$ cat src/rtl/riscv_alu_issue.sv
// ID/EX issue stage ahead of riscv_alu. It resolves rs1/rs2 through MEM/WB forwarding,
// selects the ALU operands, stalls on load-use hazards and registers the result into EX.
module riscv_alu_issue #(
  parameter int XLEN = 32,
  parameter int RA_W = 5
) (
  input  logic            i_clk,
  input  logic            i_rst,
  input  logic            i_id_valid,
  output logic            o_id_ready,
  input  logic [XLEN-1:0] i_id_pc,
  input  logic [RA_W-1:0] i_id_rs1_addr,
  input  logic [RA_W-1:0] i_id_rs2_addr,
  input  logic [XLEN-1:0] i_id_rs1_data,
  input  logic [XLEN-1:0] i_id_rs2_data,
  input  logic            i_id_use_rs1,
  input  logic            i_id_use_rs2,
  input  logic [XLEN-1:0] i_id_imm,
  input  logic [1:0]      i_id_src_a,
  input  logic [1:0]      i_id_src_b,
  input  logic [4:0]      i_id_alu_ctrl,
  input  logic [RA_W-1:0] i_id_rd_addr,
  input  logic            i_id_rd_we,
  input  logic            i_mem_fwd_we,
  input  logic            i_mem_fwd_is_load,
  input  logic [RA_W-1:0] i_mem_fwd_addr,
  input  logic [XLEN-1:0] i_mem_fwd_data,
  input  logic            i_wb_fwd_we,
  input  logic [RA_W-1:0] i_wb_fwd_addr,
  input  logic [XLEN-1:0] i_wb_fwd_data,
  input  logic            i_flush,
  input  logic            i_ex_ready,
  output logic            o_ex_valid,
  output logic [XLEN-1:0] o_alu_a,
  output logic [XLEN-1:0] o_alu_b,
  output logic [4:0]      o_alu_ctrl,
  output logic [XLEN-1:0] o_ex_rs2_data,
  output logic [XLEN-1:0] o_ex_pc,
  output logic [RA_W-1:0] o_ex_rd_addr,
  output logic            o_ex_rd_we
);

  localparam logic [XLEN-1:0] CONST_FOUR = {{(XLEN-3){1'b0}}, 3'b100};

  logic [XLEN-1:0] rs1_fwd;
  logic [XLEN-1:0] rs2_fwd;
  logic [XLEN-1:0] op_a;
  logic [XLEN-1:0] op_b;
  logic            hazard;
  logic            advance;
  logic            capture;

  // NOTE: combinational blocks use blocking '=' and assign a default first so no latch is inferred.
  always_comb begin
    rs1_fwd = i_id_rs1_data;
    if (i_id_rs1_addr == '0)
      rs1_fwd = '0;
    else if (i_mem_fwd_we && (i_mem_fwd_addr == i_id_rs1_addr))
      rs1_fwd = i_mem_fwd_data;
    else if (i_wb_fwd_we && (i_wb_fwd_addr == i_id_rs1_addr))
      rs1_fwd = i_wb_fwd_data;

    rs2_fwd = i_id_rs2_data;
    if (i_id_rs2_addr == '0)
      rs2_fwd = '0;
    else if (i_mem_fwd_we && (i_mem_fwd_addr == i_id_rs2_addr))
      rs2_fwd = i_mem_fwd_data;
    else if (i_wb_fwd_we && (i_wb_fwd_addr == i_id_rs2_addr))
      rs2_fwd = i_wb_fwd_data;
  end

  always_comb begin
    op_a = '0;
    case (i_id_src_a)
      2'b00:   op_a = rs1_fwd;
      2'b01:   op_a = i_id_pc;
      default: op_a = '0;
    endcase

    op_b = '0;
    case (i_id_src_b)
      2'b00:   op_b = rs2_fwd;
      2'b01:   op_b = i_id_imm;
      2'b10:   op_b = CONST_FOUR;
      default: op_b = '0;
    endcase
  end

  // A load in MEM has no data yet; wait one cycle and pick it up from WB.
  assign hazard = i_mem_fwd_is_load && i_mem_fwd_we && (i_mem_fwd_addr != '0) &&
                  ((i_id_use_rs1 && (i_mem_fwd_addr == i_id_rs1_addr)) ||
                   (i_id_use_rs2 && (i_mem_fwd_addr == i_id_rs2_addr)));

  assign advance    = !o_ex_valid || i_ex_ready;
  assign o_id_ready = advance && !hazard && !i_flush;
  assign capture    = i_id_valid && o_id_ready;

  // NOTE: sequential state uses non-blocking '<=' so every register samples pre-edge values.
  always_ff @(posedge i_clk or posedge i_rst) begin
    if (i_rst) begin
      o_ex_valid    <= 1'b0;
      o_alu_a       <= '0;
      o_alu_b       <= '0;
      o_alu_ctrl    <= '0;
      o_ex_rs2_data <= '0;
      o_ex_pc       <= '0;
      o_ex_rd_addr  <= '0;
      o_ex_rd_we    <= 1'b0;
    end else if (i_flush) begin
      o_ex_valid <= 1'b0;
      o_ex_rd_we <= 1'b0;
    end else if (capture) begin
      o_ex_valid    <= 1'b1;
      o_alu_a       <= op_a;
      o_alu_b       <= op_b;
      o_alu_ctrl    <= i_id_alu_ctrl;
      o_ex_rs2_data <= rs2_fwd;
      o_ex_pc       <= i_id_pc;
      o_ex_rd_addr  <= i_id_rd_addr;
      o_ex_rd_we    <= i_id_rd_we;
    end else if (advance) begin
      o_ex_valid <= 1'b0;
      o_ex_rd_we <= 1'b0;
    end
  end

endmodule

$ cat config.mk
export PLATFORM = sky130hd
export DESIGN_NAME = riscv_alu_issue
export DESIGN_NICKNAME = d
export VERILOG_FILES = /design/src/rtl/riscv_alu_issue.sv
export SDC_FILE = /design/constraint.sdc
export NUM_CORES = 1
export LEC_CHECK = 0
export CAP_MARGIN = 20
export CORE_ASPECT_RATIO = 0.5
export CORE_UTILIZATION = 30
export CTS_BUF_LIST = sky130_fd_sc_hd__clkbuf_8
export CTS_CLUSTER_DIAMETER = 200
export DETAILED_ROUTE_END_ITERATION = 6
export DONT_BUFFER_PORTS = 1
export GPL_TIMING_DRIVEN = 0
export PLACE_DENSITY = 0.46
export SYNTH_ARGS = -nofsm -noshare
export SYNTH_HDL_FRONTEND = slang
export SYNTH_SLANG_ARGS = --single-unit
$ cat constraint.sdc
create_clock -name i_clk -period 7.3 [get_ports i_clk]
set_input_delay 0.73 -clock i_clk [delete_from_list [all_inputs] [get_ports i_clk]]
set_output_delay 0.73 -clock i_clk [all_outputs]
set_load 0.05 [all_outputs]
==> impl_metrics.env, run 1 <==
export IMPL_run_status="finished clean"
export IMPL_path_delay_family="simple AND/OR/NAND/NOR gates"
export IMPL_path_depth=5
export IMPL_final_setup_tns_ps=0
export IMPL_tightestPinTransition_ps=860.6
export IMPL_slew_headroom_pct=42.41
export IMPL_synth_edf_count=0
export IMPL_row_count=41
export IMPL_combPwrFrac_pct=13.4
export IMPL_num_vias=7369
export IMPL_overflow=0
export IMPL_wl_met3_um=2265
export IMPL_synthMuxAreaShare_pct=0.2553
export IMPL_clockBufferDepth=2
export IMPL_async_flop_share_pct=100.0
export IMPL_rsz0062_at_grt="false"
export IMPL_drt_met1_wl_um=15490
export IMPL_highest_layer="met4"
export IMPL_power_density_nw_per_um2=286.1
export IMPL_core_area_um2=25440
export IMPL_drcViolationCount=0
export IMPL_synth_top_family_by_area="compound AO/OA/AOI/OAI gates"
export IMPL_antenna_found_initial=2
export IMPL_root_buffer="clkbuf_8"
export IMPL_fin_crit_ps=2893
export IMPL_r2r_slack_ps=4940
export IMPL_hp_class="in2async"
export IMPL_cts_sinks=140
export IMPL_synth_compound_area_share_pct=26.79
export IMPL_dpl_hpwl_um=28540
export IMPL_die_y_um=116.3
export IMPL_die_x_um=230.7
export IMPL_io_pins=378
export IMPL_cts_resized=0
export IMPL_cap_violations=0
export IMPL_synth_area_um2=7843
export IMPL_synth_ff_latch_count=140
export IMPL_synth_area_leaders="dfrtp_1 (45%), nand2_1 (12%), o41ai_2 (6.4%), nor2_1 (4.4%), a21oi_1 (4.1%)"
export IMPL_synth_xor_area_share_pct=2.234
export IMPL_drt_wl_total_um=34890
export IMPL_cp_arrival_ps=2160
export IMPL_vdd_ir_drop_max_uv=106.4
export IMPL_post_cts_setup_buffer_count=0
export IMPL_setup_viol=0
export IMPL_crit_type="in2out"
export IMPL_switching_share_pct=43.50
export IMPL_ant_nets=0
export IMPL_holdWs_ps=138.7
export IMPL_yosysSeqAreaShare_pct=44.67
export IMPL_yosys_area_share_simple_pct=20.95
export IMPL_start_kind="input pin"
export IMPL_cts_made_buffers=17
export IMPL_final_layout_size_suffix_gt1_share_pct=13.76
export IMPL_timing_fmax_ghz=0.3456
export IMPL_grtUsageTotal_pct=25.35
export IMPL_syn_inst=918
export IMPL_r2r_end="o_alu_ctrl[2]$_DFFE_PP0P_"
export IMPL_cp_required_ps=6570
export IMPL_cp_slowest_cell="nor4_1"
export IMPL_grt_max_degree=89
export IMPL_critPathMaxStageDelay_ps=570
export IMPL_worstReg2RegStart="o_ex_valid$_DFFE_PP0P_"
export IMPL_areaGrowthSynthToFinish_pct=11.89
export IMPL_syn_avg_cell_area_um2=8.543
export IMPL_grt_pass1_wl_um=48760
export IMPL_synth_warnings=0
export IMPL_synth_top_area_share_pct=44.67
export IMPL_finalHoldViolCount=0
export IMPL_synth_fa_ha_area_share_pct=0
export IMPL_cts_tree="yes"
export IMPL_fin_skew_ps=11.57
export IMPL_first_pass_iters=5
export IMPL_pwr_share_seq_pct=57.1
export IMPL_path_cells="xnor2_1 > nand4_1 > nor4_1 > nor4b_2 > buf_4"
export IMPL_vias_per_cell=5.677
export IMPL_synth_top_cell_by_area="dfrtp_1"
export IMPL_final_max_slew_viol_count=0
export IMPL_first_iter_violations=536
export IMPL_synth_flop_cell="dfrtp_1"
export IMPL_pwr_share_clk_pct=29.5
export IMPL_met2WireLength_um=16010
export IMPL_synth_net_count=1155
export IMPL_clk_pin_slew_ps=80
export IMPL_post_drt_wl_per_cell_um=26.88
export IMPL_htree_levels=4
export IMPL_ctsHoldBuffers=0
export IMPL_switching_power_w=0.001092
export IMPL_grt_pass1_vias=7282
export IMPL_fin_crit_sh_pct=39.63
export IMPL_yosysUniqueCellTypes=38
export IMPL_endpoint_kind="primary output"
export IMPL_io_buffers=0
export IMPL_nets=1176
export IMPL_die_area_um2=26830
export IMPL_p_leak_nw=3.764
export IMPL_insertion_delay_ps=500
export IMPL_reg2regPathDepth=6
export IMPL_crit_fanout=8
export IMPL_crit_buf_inv=1
export IMPL_routabilityCongestion=0.8635
export IMPL_start_util_pct=30.82
export IMPL_p_int_w=0.001418
per-layer routing:
metal,vias up,track usage [%]
met5,-,0
li1,3293,-
met4,0,9.536
met3,61,8.154
met2,266,39.60
met1,3749,32.92
power by group through the flow:
stage	Combinational, W	Sequential (W)	Clock (W)
floorplan	0.000259	0.00140	0
finish	0.000336	0.00143	0.000741
global placement	0.000325	0.00145	0
CTS	0.000338	0.00143	0.000757
detailed placement	0.000337	0.00145	0
global route	0.000376	0.00144	0.000790
worst reg2reg max path: cells and delay by family, from the launching register on:
family / cells / cell delay [ps]
and+or+nand+nor: 5 / 1150
buffers and inverters: 1 / 580
DFF: 1 / 570
cells by family after synthesis:
logic type,Yosys count
compound gates,261
xor+xnor,20
buf+inv,86
mux,2
flops,140
simple gates,409
worst max-delay path by stage:
stage	endpoint	slack, ps	start
after CTS	o_id_ready	4390	i_id_rs2_addr[1]
after global routing	o_id_ready	4250	i_id_rs2_addr[1]
after detailed placement	o_alu_b[1]$_DFFE_PP0P_	3970	i_id_rs2_addr[1]
final	o_id_ready	4410	i_id_rs2_addr[1]
after global placement	o_ex_pc[12]$_DFFE_PP0P_	810	i_rst
after floorplan	o_alu_a[0]$_DFFE_PP0P_	2820	i_rst
area by class of cell:
class / instances / area (um2)
buffer: 84 / 392.9
tap: 344 / 430.4
clock buffer: 19 / 261.5
fill: 2753 / 16670
clock inverter: 13 / 188.9
multi-input combinational: 692 / 3945
sequential: 140 / 3503
inverter: 2 / 12.51
antenna: 2 / 5.005
timing repair buffer: 2 / 35.03
stage by stage:
step                      worst slack, ps  area (um2)  total power (W)  utilization [%]  cells
after global placement              805.7        8273         0.001775            32.51   1262
after floorplan                      2817        7843         0.001663                -    918
after detailed placement             3968        8319         0.001788            32.70   1264
final                                4407        8775         0.002510            34.49   1298
after CTS                            4391        8770         0.002530            34.47   1296
after global routing                 4248        8775         0.002609            34.49   1298
cell usage in the layout, fill, tap and decap left out, drive strengths merged, types with 4 or more instances in the layout:
cell    instances
nand2         261
dfrtp         140
nor2           93
clkbuf         75
a21oi          64
o41ai          62
o21ai          35
nand3          34
a22o           32
buf            30
a31o           29
a211oi         27
xnor2          14
xor2            6
o22ai           5
clkinv          5
bufinv          4
inv             4
state kept, by name, summed over array words and instances (netlist names):
register and flops:
o_alu_a 32, o_alu_b 32, o_ex_pc 32, o_ex_rs2_data 32
o_alu_ctrl 5, o_ex_rd_addr 5, o_ex_rd_we 1, o_ex_valid 1
Yosys cell counts (all sizes together) (3+ instances only):
| cell | number |
|---|---|
| xnor2 | 14 |
| nand2 | 261 |
| o22ai | 5 |
| o41ai | 62 |
| nand4 | 3 |
| a31o | 29 |
| clkbuf | 56 |
| nand3 | 34 |
| a31oi | 3 |
| a21oi | 64 |
| xor2 | 6 |
| nor2 | 93 |
| o221a | 3 |
| nor3 | 3 |
| buf | 28 |
| a22o | 32 |
| a211oi | 27 |
| nor4 | 3 |
| dfrtp | 140 |
| o21ai | 35 |
Power figures use the tool's default switching activity.
==> run 2: changes to the inputs <==
- clock period: 7.3 -> 2.9 ns (I/O delays scaled with it)
==> run 2 against run 1 <==
Effect of this change:
- final area is 5.9% higher
- via count is 2.2% higher
- utilization is 2.0 points higher
- clock skew is 4.6 ps lower
- largest power group unchanged
==> impl_metrics.env, run 2 (synthesis gave the netlist of run 1 again) <==
export IMPL_crit_type="reg2reg"
export IMPL_cts_sinks=140
export IMPL_endpoint_kind="flip-flop"
export IMPL_clockBufferDepth=2
export IMPL_holdWs_ps=42.19
export IMPL_cp_slowest_cell="dfrtp_1"
export IMPL_grt_pass1_wl_um=49450
export IMPL_clk_pin_slew_ps=90
export IMPL_drt_wl_total_um=35330
export IMPL_timing_fmax_ghz=0.4214
export IMPL_slew_headroom_pct=44.06
export IMPL_areaGrowthSynthToFinish_pct=18.52
export IMPL_dp_cells=1267
export IMPL_p_leak_nw=3.980
export IMPL_combPwrFrac_pct=14.5
export IMPL_dpl_hpwl_um=28850
export IMPL_run_status="finished clean"
export IMPL_p_total_w=0.006358
export IMPL_start_kind="flip-flop"
export IMPL_cap_violations=0
export IMPL_overflow=0
export IMPL_pwr_share_seq_pct=56.8
export IMPL_cp_required_ps=3320
export IMPL_io_buffers=0
export IMPL_first_pass_iters=5
export IMPL_final_max_slew_viol_count=0
export IMPL_insertion_delay_ps=480
export IMPL_fin_skew_ps=6.932
export IMPL_row_count=41
export IMPL_finalHoldViolCount=0
export IMPL_rsz0062_at_grt="false"
export IMPL_htree_levels=4
export IMPL_num_vias=7529
export IMPL_final_common_cell="nand2_1"
export IMPL_grt_max_degree=40
export IMPL_pwr_share_clk_pct=28.7
export IMPL_critPathMaxStageDelay_ps=570
export IMPL_final_layout_size_suffix_gt1_share_pct=13.37
export IMPL_die_y_um=116.3
export IMPL_crit_fanout=10
export IMPL_vdd_ir_drop_max_uv=403.7
export IMPL_switching_power_w=0.002765
export IMPL_grt_pass1_vias=7494
export IMPL_finalNonFillerCells=1348
export IMPL_fin_crit_ps=2373
export IMPL_final_cell_mix="nand2_1 (261), dfrtp_1 (140), nor2_1 (92), a21oi_1 (64), clkbuf_1 (56)"
export IMPL_setup_viol=0
export IMPL_first_iter_violations=530
export IMPL_die_area_um2=26830
export IMPL_core_area_um2=25440
export IMPL_ant_nets=0
export IMPL_cts_made_buffers=17
export IMPL_post_drt_wl_per_cell_um=26.21
export IMPL_tightestPinTransition_ps=836.0
export IMPL_cpMostUsedCell="buf_2"
export IMPL_drcViolationCount=0
export IMPL_routabilityCongestion=0.8738
export IMPL_p_int_w=0.003594
export IMPL_hp_class="in2reg"
export IMPL_path_cells="nand2b_1 > nand3b_1 > or3_1 > buf_2 > nor2_2 > buf_2 > a22o_1"
export IMPL_cp_arrival_ps=2790
export IMPL_start_util_pct=30.82
export IMPL_grtUsageTotal_pct=25.65
export IMPL_path_delay_family="simple AND/OR/NAND/NOR gates"
export IMPL_power_density_nw_per_um2=684.0
export IMPL_nets=1226
export IMPL_io_pins=378
export IMPL_fin_crit_sh_pct=81.82
export IMPL_root_buffer="clkbuf_8"
export IMPL_switching_share_pct=43.48
export IMPL_vias_per_cell=5.585
export IMPL_post_cts_setup_buffer_count=0
export IMPL_antenna_found_initial=1
export IMPL_cts_tree="yes"
export IMPL_crit_buf_inv=2
export IMPL_die_x_um=230.7
-- run 2: cell count changes in the layout (fill, tap and decap cells not counted), sizes merged --
cell / before / now
clkbuf: 75 / 74
clkinvlp: 2 / 3
dlygate4sd3: 0 / 47
inv: 4 / 2
buf: 30 / 33
clkinv: 5 / 7
-- run 2: worst paths after layout --
path / slack [ps] / from / end / cells after the start
worst max-delay path: 530 / o_ex_valid$_DFFE_PP0P_ / o_alu_b[25]$_DFFE_PP0P_ / 7
worst min-delay path: 40 / i_id_imm[31] / o_alu_b[31]$_DFFE_PP0P_ / 3
worst max register to register: 530 / o_ex_valid$_DFFE_PP0P_ / o_alu_b[25]$_DFFE_PP0P_ / 7
worst min register to register: 770 / o_ex_pc[25]$_DFFE_PP0P_ / o_ex_pc[25]$_DFFE_PP0P_ / 2
max in group asynchronous: 1670 / i_rst / o_alu_a[2]$_DFFE_PP0P_ / 4
min in group asynchronous: 390 / i_rst / o_alu_b[23]$_DFFE_PP0P_ / 2
-- run 2: worst register-to-register path, cell delays in order, from the launching register on --
cell and delay, ps:
dfrtp_1 570, nand2b_1 240, nand3b_1 130, or3_1 340, buf_2 240, nor2_2 280
buf_2 320, a22o_1 190
-- run 2: layout make-up --
class	instances	area, um2
antenna	2	5.005
buffer	84	392.9
clock buffer	18	247.7
clock inverter	14	193.9
fill	2698	16150
inverter	2	11.26
multi-input combinational	692	3945
sequential	140	3503
tap	344	430.4
timing repair buffer	52	565.5
-- run 2: power groups by stage --
| stage | combinational, W | clock [W] | sequential [W] |
|---|---|---|---|
| after floorplan | 0.000653 | 0 | 0.00353 |
| after global placement | 0.000822 | 0 | 0.00365 |
| after global routing | 0.00103 | 0.00195 | 0.00364 |
| after detailed placement | 0.000861 | 0 | 0.00365 |
| final | 0.000920 | 0.00183 | 0.00361 |
| after CTS | 0.000925 | 0.00187 | 0.00361 |
-- run 2: metrics by stage --
stage	util, %	instance area [um2]	setup TNS [ps]	setup slack, ps
2_1_floorplan	-	7853	0	628.3
3_3_place_gp	32.55	8283	-16890	-149.9
3_5_place_dp	32.93	8378	0	25.54
4_1_cts	36.51	9290	0	527.1
5_1_grt	36.52	9293	0	368.7
6_report	36.53	9295	0	527.1
-- run 2: metal layers --
metal / vias to the layer above / GRT usage, % / share of wire (%)
met1: 3795 / 32.94 / 43
li1: 3406 / - / -
met4: 0 / 10.42 / 3.1
met3: 57 / 7.007 / 6.5
met5: - / 0 / 0
met2: 271 / 41.24 / 47
-- run 2: repair_timing --
item / in CTS / in global routing
hold buffers: 47 / 0
gates resized for setup: 0 / 0
endpoints found under the hold margin: 95 / 0
